**config.mk**
```make
export PLATFORM = sky130hd
export DESIGN_NAME = pu_input_packer
export DESIGN_NICKNAME = d
export VERILOG_FILES = /design/src/rtl/pu_input_packer_pkg.sv /design/src/rtl/pu_input_packer_fifo.sv /design/src/rtl/pu_input_packer.sv
export SDC_FILE = /design/constraint.sdc
export NUM_CORES = 1
export LEC_CHECK = 0
export ABC_CLOCK_PERIOD_IN_PS = 7240
export CORE_UTILIZATION = 63
export DETAILED_ROUTE_END_ITERATION = 10
export PLACE_DENSITY = 0.82
export SLEW_MARGIN = 20
export SYNTH_ARGS = -nofsm -noshare
export SYNTH_HDL_FRONTEND = slang
export SYNTH_SLANG_ARGS = --single-unit
```
**constraint.sdc**
```tcl
create_clock -name clk -period 7.24 [get_ports clk]
set_input_delay 1.81 -clock clk [delete_from_list [all_inputs] [get_ports clk]]
set_output_delay 1.81 -clock clk [all_outputs]
set_load 0.01 [all_outputs]
```
**src/rtl/pu_input_packer_pkg.sv**
```systemverilog
// Shared types and helpers for the PU input packer.
package pu_input_packer_pkg;

  typedef enum logic [1:0] {
    ST_IDLE  = 2'd0,
    ST_PACK  = 2'd1,
    ST_DRAIN = 2'd2,
    ST_DONE  = 2'd3
  } pack_state_e;

  function automatic int ceil_a_by_b(input int a, input int b);
    return (a + b - 1) / b;
  endfunction

  // Counter width that stays legal (>= 1 bit) for single-entry ranges.
  function automatic int clog2_min1(input int v);
    return (v <= 1) ? 1 : $clog2(v);
  endfunction

endpackage

```
**src/rtl/pu_input_packer_fifo.sv**
```systemverilog
// Synchronous packed-word FIFO; full/empty derive from the registered count.
module pu_input_packer_fifo #(
  parameter int DATA_WIDTH = 16,
  parameter int DEPTH      = 8
) (
  input  logic                     clk,
  input  logic                     reset_n,
  input  logic                     push,
  input  logic [DATA_WIDTH-1:0]    push_data,
  input  logic                     pop,
  output logic [DATA_WIDTH-1:0]    pop_data,
  output logic                     full,
  output logic                     empty,
  output logic [$clog2(DEPTH):0]   count
);
  localparam int AW = $clog2(DEPTH);

  logic [DATA_WIDTH-1:0] mem [DEPTH];
  logic [AW-1:0]         wr_ptr, rd_ptr;
  logic                  do_push, do_pop;

  assign full     = (count == (AW+1)'(DEPTH));
  assign empty    = (count == '0);
  assign do_push  = push & ~full;
  assign do_pop   = pop & ~empty;
  assign pop_data = mem[rd_ptr];

  always_ff @(posedge clk) begin
    if (!reset_n) begin
      wr_ptr <= '0;
      rd_ptr <= '0;
      count  <= '0;
    end else begin
      if (do_push) wr_ptr <= wr_ptr + 1'b1;
      if (do_pop)  rd_ptr <= rd_ptr + 1'b1;
      case ({do_push, do_pop})
        2'b10:   count <= count + 1'b1;
        2'b01:   count <= count - 1'b1;
        default: count <= count;
      endcase
    end
  end

  // Storage carries no reset; pointers alone define validity.
  always_ff @(posedge clk) begin
    if (do_push) mem[wr_ptr] <= push_data;
  end

endmodule

```
**src/rtl/pu_input_packer.sv**
```systemverilog
// Packs a scalar operand stream into NUM_PE-lane PU words, zero-padding row tails.
module pu_input_packer
  import pu_input_packer_pkg::*;
#(
  parameter int OP_WIDTH   = 16,
  parameter int NUM_PE     = 1,
  parameter int FIFO_DEPTH = 8,
  parameter int CFG_WIDTH  = 16
) (
  input  logic                         clk,
  input  logic                         reset_n,
  input  logic                         start,
  input  logic [CFG_WIDTH-1:0]         cfg_row_width,
  input  logic [CFG_WIDTH-1:0]         cfg_num_rows,
  input  logic                         s_valid,
  output logic                         s_ready,
  input  logic [OP_WIDTH-1:0]          s_data,
  input  logic                         pu_rd_req,
  output logic                         pu_rd_ready,
  output logic [OP_WIDTH*NUM_PE-1:0]   pu_data_in,
  output logic                         done,
  output logic                         underflow_err
);
  localparam int DATA_WIDTH = OP_WIDTH * NUM_PE;
  localparam int LW         = clog2_min1(NUM_PE);
  localparam int CW         = $clog2(FIFO_DEPTH);
  localparam logic [CFG_WIDTH-1:0] CFG_ONE = CFG_WIDTH'(1);

  pack_state_e state_q, state_d;

  logic [CFG_WIDTH-1:0] rw_q, rows_q, col_q, row_q;
  logic [LW-1:0]        lane_q;
  logic [NUM_PE-1:0][OP_WIDTH-1:0] pack_q, push_word;

  logic                  fifo_full, fifo_empty;
  logic [CW:0]           fifo_count;
  logic [DATA_WIDTH-1:0] fifo_rd_data;

  logic start_acc, hs, last_lane, last_col, last_row, push_now, pop_ok;

  assign start_acc = start & ((state_q == ST_IDLE) | (state_q == ST_DONE));
  assign s_ready   = (state_q == ST_PACK) & ~fifo_full;
  assign hs        = s_valid & s_ready;
  assign last_lane = (lane_q == LW'(NUM_PE - 1));
  assign last_col  = (col_q == rw_q - CFG_ONE);
  assign last_row  = (row_q == rows_q - CFG_ONE);
  assign push_now  = hs & (last_lane | last_col);
  assign pu_rd_ready = (fifo_count != '0);
  assign pop_ok    = pu_rd_req & pu_rd_ready;
  assign done      = (state_q == ST_DONE);

  always_ff @(posedge clk) begin
    if (!reset_n) state_q <= ST_IDLE;
    else          state_q <= state_d;
  end

  always_comb begin
    state_d = state_q;
    case (state_q)
      ST_IDLE:  if (start) state_d = ST_PACK;
      ST_PACK:  if (hs && last_col && last_row) state_d = ST_DRAIN;
      ST_DRAIN: if (fifo_empty) state_d = ST_DONE;
      ST_DONE:  if (start) state_d = ST_PACK;
      default:  state_d = ST_IDLE;
    endcase
  end

  // Config is captured only on an accepted start and held for the whole frame.
  always_ff @(posedge clk) begin
    if (!reset_n) begin
      rw_q   <= '0;
      rows_q <= '0;
      lane_q <= '0;
      col_q  <= '0;
      row_q  <= '0;
    end else if (start_acc) begin
      rw_q   <= cfg_row_width;
      rows_q <= cfg_num_rows;
      lane_q <= '0;
      col_q  <= '0;
      row_q  <= '0;
    end else if (hs) begin
      lane_q <= push_now ? '0 : lane_q + 1'b1;
      if (last_col) begin
        col_q <= '0;
        row_q <= row_q + 1'b1;
      end else begin
        col_q <= col_q + 1'b1;
      end
    end
  end

  always_ff @(posedge clk) begin
    if (!reset_n)  pack_q <= '0;
    else if (hs)   pack_q[lane_q] <= s_data;
  end

  // Outgoing word: held lanes below, live operand at lane_q, zeros above.
  always_comb begin
    push_word = '0;
    for (int i = 0; i < NUM_PE; i++) begin
      if (LW'(i) < lane_q)       push_word[i] = pack_q[i];
      else if (LW'(i) == lane_q) push_word[i] = s_data;
    end
  end

  pu_input_packer_fifo #(
    .DATA_WIDTH (DATA_WIDTH),
    .DEPTH      (FIFO_DEPTH)
  ) u_fifo (
    .clk       (clk),
    .reset_n   (reset_n),
    .push      (push_now),
    .push_data (push_word),
    .pop       (pop_ok),
    .pop_data  (fifo_rd_data),
    .full      (fifo_full),
    .empty     (fifo_empty),
    .count     (fifo_count)
  );

  always_ff @(posedge clk) begin
    if (!reset_n)    pu_data_in <= '0;
    else if (pop_ok) pu_data_in <= fifo_rd_data;
  end

  always_ff @(posedge clk) begin
    if (!reset_n)                       underflow_err <= 1'b0;
    else if (pu_rd_req && !pu_rd_ready) underflow_err <= 1'b1;
    else if (start_acc)                 underflow_err <= 1'b0;
  end

endmodule

```
==> flow_summary.yaml <==
outcome:
  status: "finished clean"
power_and_ir_drop:
  power_density_nw_per_um2: 330.0
  peakVddDrop_mv: 0.2314
  finalPower_mw: 4.016
  leakage_nw: 3.994
placed_design:
  place_area_um2: 11390
  dp.cells: 1128
  place.gp.congestion: 0.8739
  port_buffers: 72
  dpl_worst_slack_ns: 1.794
  dp_hpwl_mm: 15.14
timing:
  setup_violations: 0
  whs_ns: 0.4530
  fin_tns_setup_ns: 0
  min_period_over_period_pct: 67.94
  worst_slew_pin_slew_ns: 1.113
  final_max_slew_viol_count: 0
  timing.fmax_mhz: 203.3
  min_period_ns: 4.919
  rsz0062_at_grt: "no"
  slew-limit-headroom_pct: 25.15
  skew_ns: 0.01610
  final-hold-violation-count: 0
  setup_slack_ns: 2.321
floorplanning:
  start_util_pct: 65.16
  io_pins: 73
  die_w_um: 130.9
  rows: 46
  core_area_um2: 16060
  die_y_um: 130.9
  dieArea_um2: 17130
global_routing:
  grt_first_pass_wirelength_mm: 37.40
  antenna_found_initial: 0
  grt_use_met3_pct: 3.746
  grt_util_met1_pct: 36.49
  grt_overflow: 0
  grt_max_degree: 64
  grt_use_met2_pct: 51.38
  busiest_layer: "met2"
  track_usage_pct: 28.81
  grt_pass1_vias: 7275
logic_synthesis:
  syn_nets: 948
  syn-cell-area_um2: 10460
  synth-edff-count: 128
  synth_common_cells: "128 x edfxtp_1, 120 x nand2_1, 110 x dfxtp_1"
  ys.flop_type: "edfxtp_1"
  synthTopCellsByArea: "edfxtp_1 37%, dfxtp_1 21%, mux4_2 6.9%"
  synth_top_area_share_pct: 36.73
  yosys.area.top_type: "edfxtp_1"
  yosysSeqAreaShare_pct: 57.78
  syn_avg_cell_area_um2: 11.85
  yosysMostFrequentCell: "edfxtp_1"
  ys_types: 61
  async_flop_share_pct: 0
  ys_ff_latch: 238
  yosys_warnings: 0
  syn_inst: 883
finish:
  final_nets: 1004
  fin_cells: 1173
  diodes: 0
  stdcell_area_um2: 12170
  fillers: 980
  drive_gt1_share_pct: 12.23
  utilization_pct: 75.78
  synthToLayoutAreaGrowth_pct: 16.29
setup_path:
  crit_required_ns: 7.62
  cp-start-kind: "input pin"
  critPathArrivalTime_ns: 5.30
  worst-path-max-fanout: 22
  endpoint_kind: "register"
  reg2reg_slack_ns: 2.67
  worstSetupPathType: "in2reg"
clocking:
  cts.sinks: 238
  cts_tree: "built"
  cts_hold_buf: 0
  htree_levels: 1
  cts.clk_slew.worst_paths_ns: 0.06
  cts_resized: 0
  post_cts_buffers: 0
  insertion_delay_ns: 0.52
  cts_buffer_depth: 3
  ctsRootBufferMaster: "clkbuf_16"
  numCtsBuffers: 24
drt:
  drt-vias-per-instance: 6.222
  via_count: 7298
  wl_mm: 23.82
  drcViolationCount: 0
  initialDrtViolationCount: 627
  ant_nets: 0
  wl_per_cell_um: 20.30
  firstDrtPassIters: 5
flow_run:
  drv_cap: 0
min_path:
  hold_path.class: "reg2reg"
==> path summary, 6_finish.rpt <==
path,start,endpoint,cells after the start
min reg2reg,pack_q[9],pack_q[9],2
min,pack_q[9],pack_q[9],2
max reg2reg,rw_q[0],u_fifo.count[3],17
max,s_valid,u_fifo.count[3],12
==> power by group <==
part	internal [mW]	switching [mW]	leakage [nW]
sequential	1.55	0.114	2.05
clock	0.672	0.501	0.363
combinational	0.532	0.645	1.58
==> layout make-up <==
class,count,area (µm²),share of cell area (%)
clock inverter,9,82.58,0.6787
timing repair buffer,86,829.5,6.817
inverter,12,45.04,0.3702
multi-input combinational,577,4230,34.77
clock buffer,35,661.9,5.440
sequential,238,6048,49.71
tap,216,270.3,2.221
==> per-layer routing <==
| metal | vias to the layer above | wire [µm] |
|---|---|---|
| li1 | 3385 | - |
| met1 | 3591 | 9481 |
| met2 | 264 | 12390 |
| met3 | 58 | 1342 |
| met4 | 0 | 605 |
| met5 | - | 0 |
==> layout by cell type, fill, tap and decap left out, types with 3 or more instances in the layout <==
cell type        netlist  layout
a211oi_1              20      20
a21o_1                 3       3
a21oi_1               73      73
and2_1                 7       7
and3_1                 7       7
and4_1                 4       4
buf_4                  0      13
clkbuf_1              42       9
clkbuf_16              0      24
clkdlybuf4s50_1        0      72
clkinv_2               0       5
dfxtp_1              110     108
edfxtp_1             128     128
ha_1                  12      12
inv_1                 12      11
mux2_2                17      17
mux2i_1               21      21
mux4_2                32      32
nand2_1              120     119
nand2b_1               6       6
nand3_1               16      16
nand4_1               12      12
nor2_1                55      55
nor3_1                 7       5
nor3b_1                5       4
nor4_1                 7       5
nor4_2                 3       5
o21ai_0                8       8
o31ai_1               17      17
or3_1                  6       6
or4_1                 18      18
xnor2_1               27      27
xor2_1                33      33
==> cell families after synthesis <==
| kind of cell | share of synthesized area (%) |
|---|---|
| AO/OA/AOI/OAI | 8.885 |
| flip-flops | 57.78 |
| AND/OR/NAND/NOR | 13.67 |
| buffers and inverters | 2.487 |
| multiplexers | 10.73 |
| adder cells (fa/ha/maj) | 1.435 |
| XOR/XNOR | 5.022 |
==> state kept, by name, indices dropped and copies added (netlist names) <==
name / count
row_q: 16
u_fifo.count: 4
underflow_err: 1
rw_q: 16
pack_q: 16
state_q: 2
col_q: 16
u_fifo.wr_ptr: 3
rows_q: 16
u_fifo.mem: 128
lane_q: 1
pu_data_in: 16
u_fifo.rd_ptr: 3
==> critical path, stage by stage <==
cell and delay (ns):
clkdlybuf4s50_1 0.42, and3_1 0.25, nand2b_1 0.71, and2_1 0.63, ha_1 0.39, nor4bb_1 0.48
a21oi_1 0.10, nor2_1 0.13, a21oi_1 0.07, nor2_1 0.13, xnor2_1 0.13, nor2_1 0.05
(Power assumes the default switching activity.)
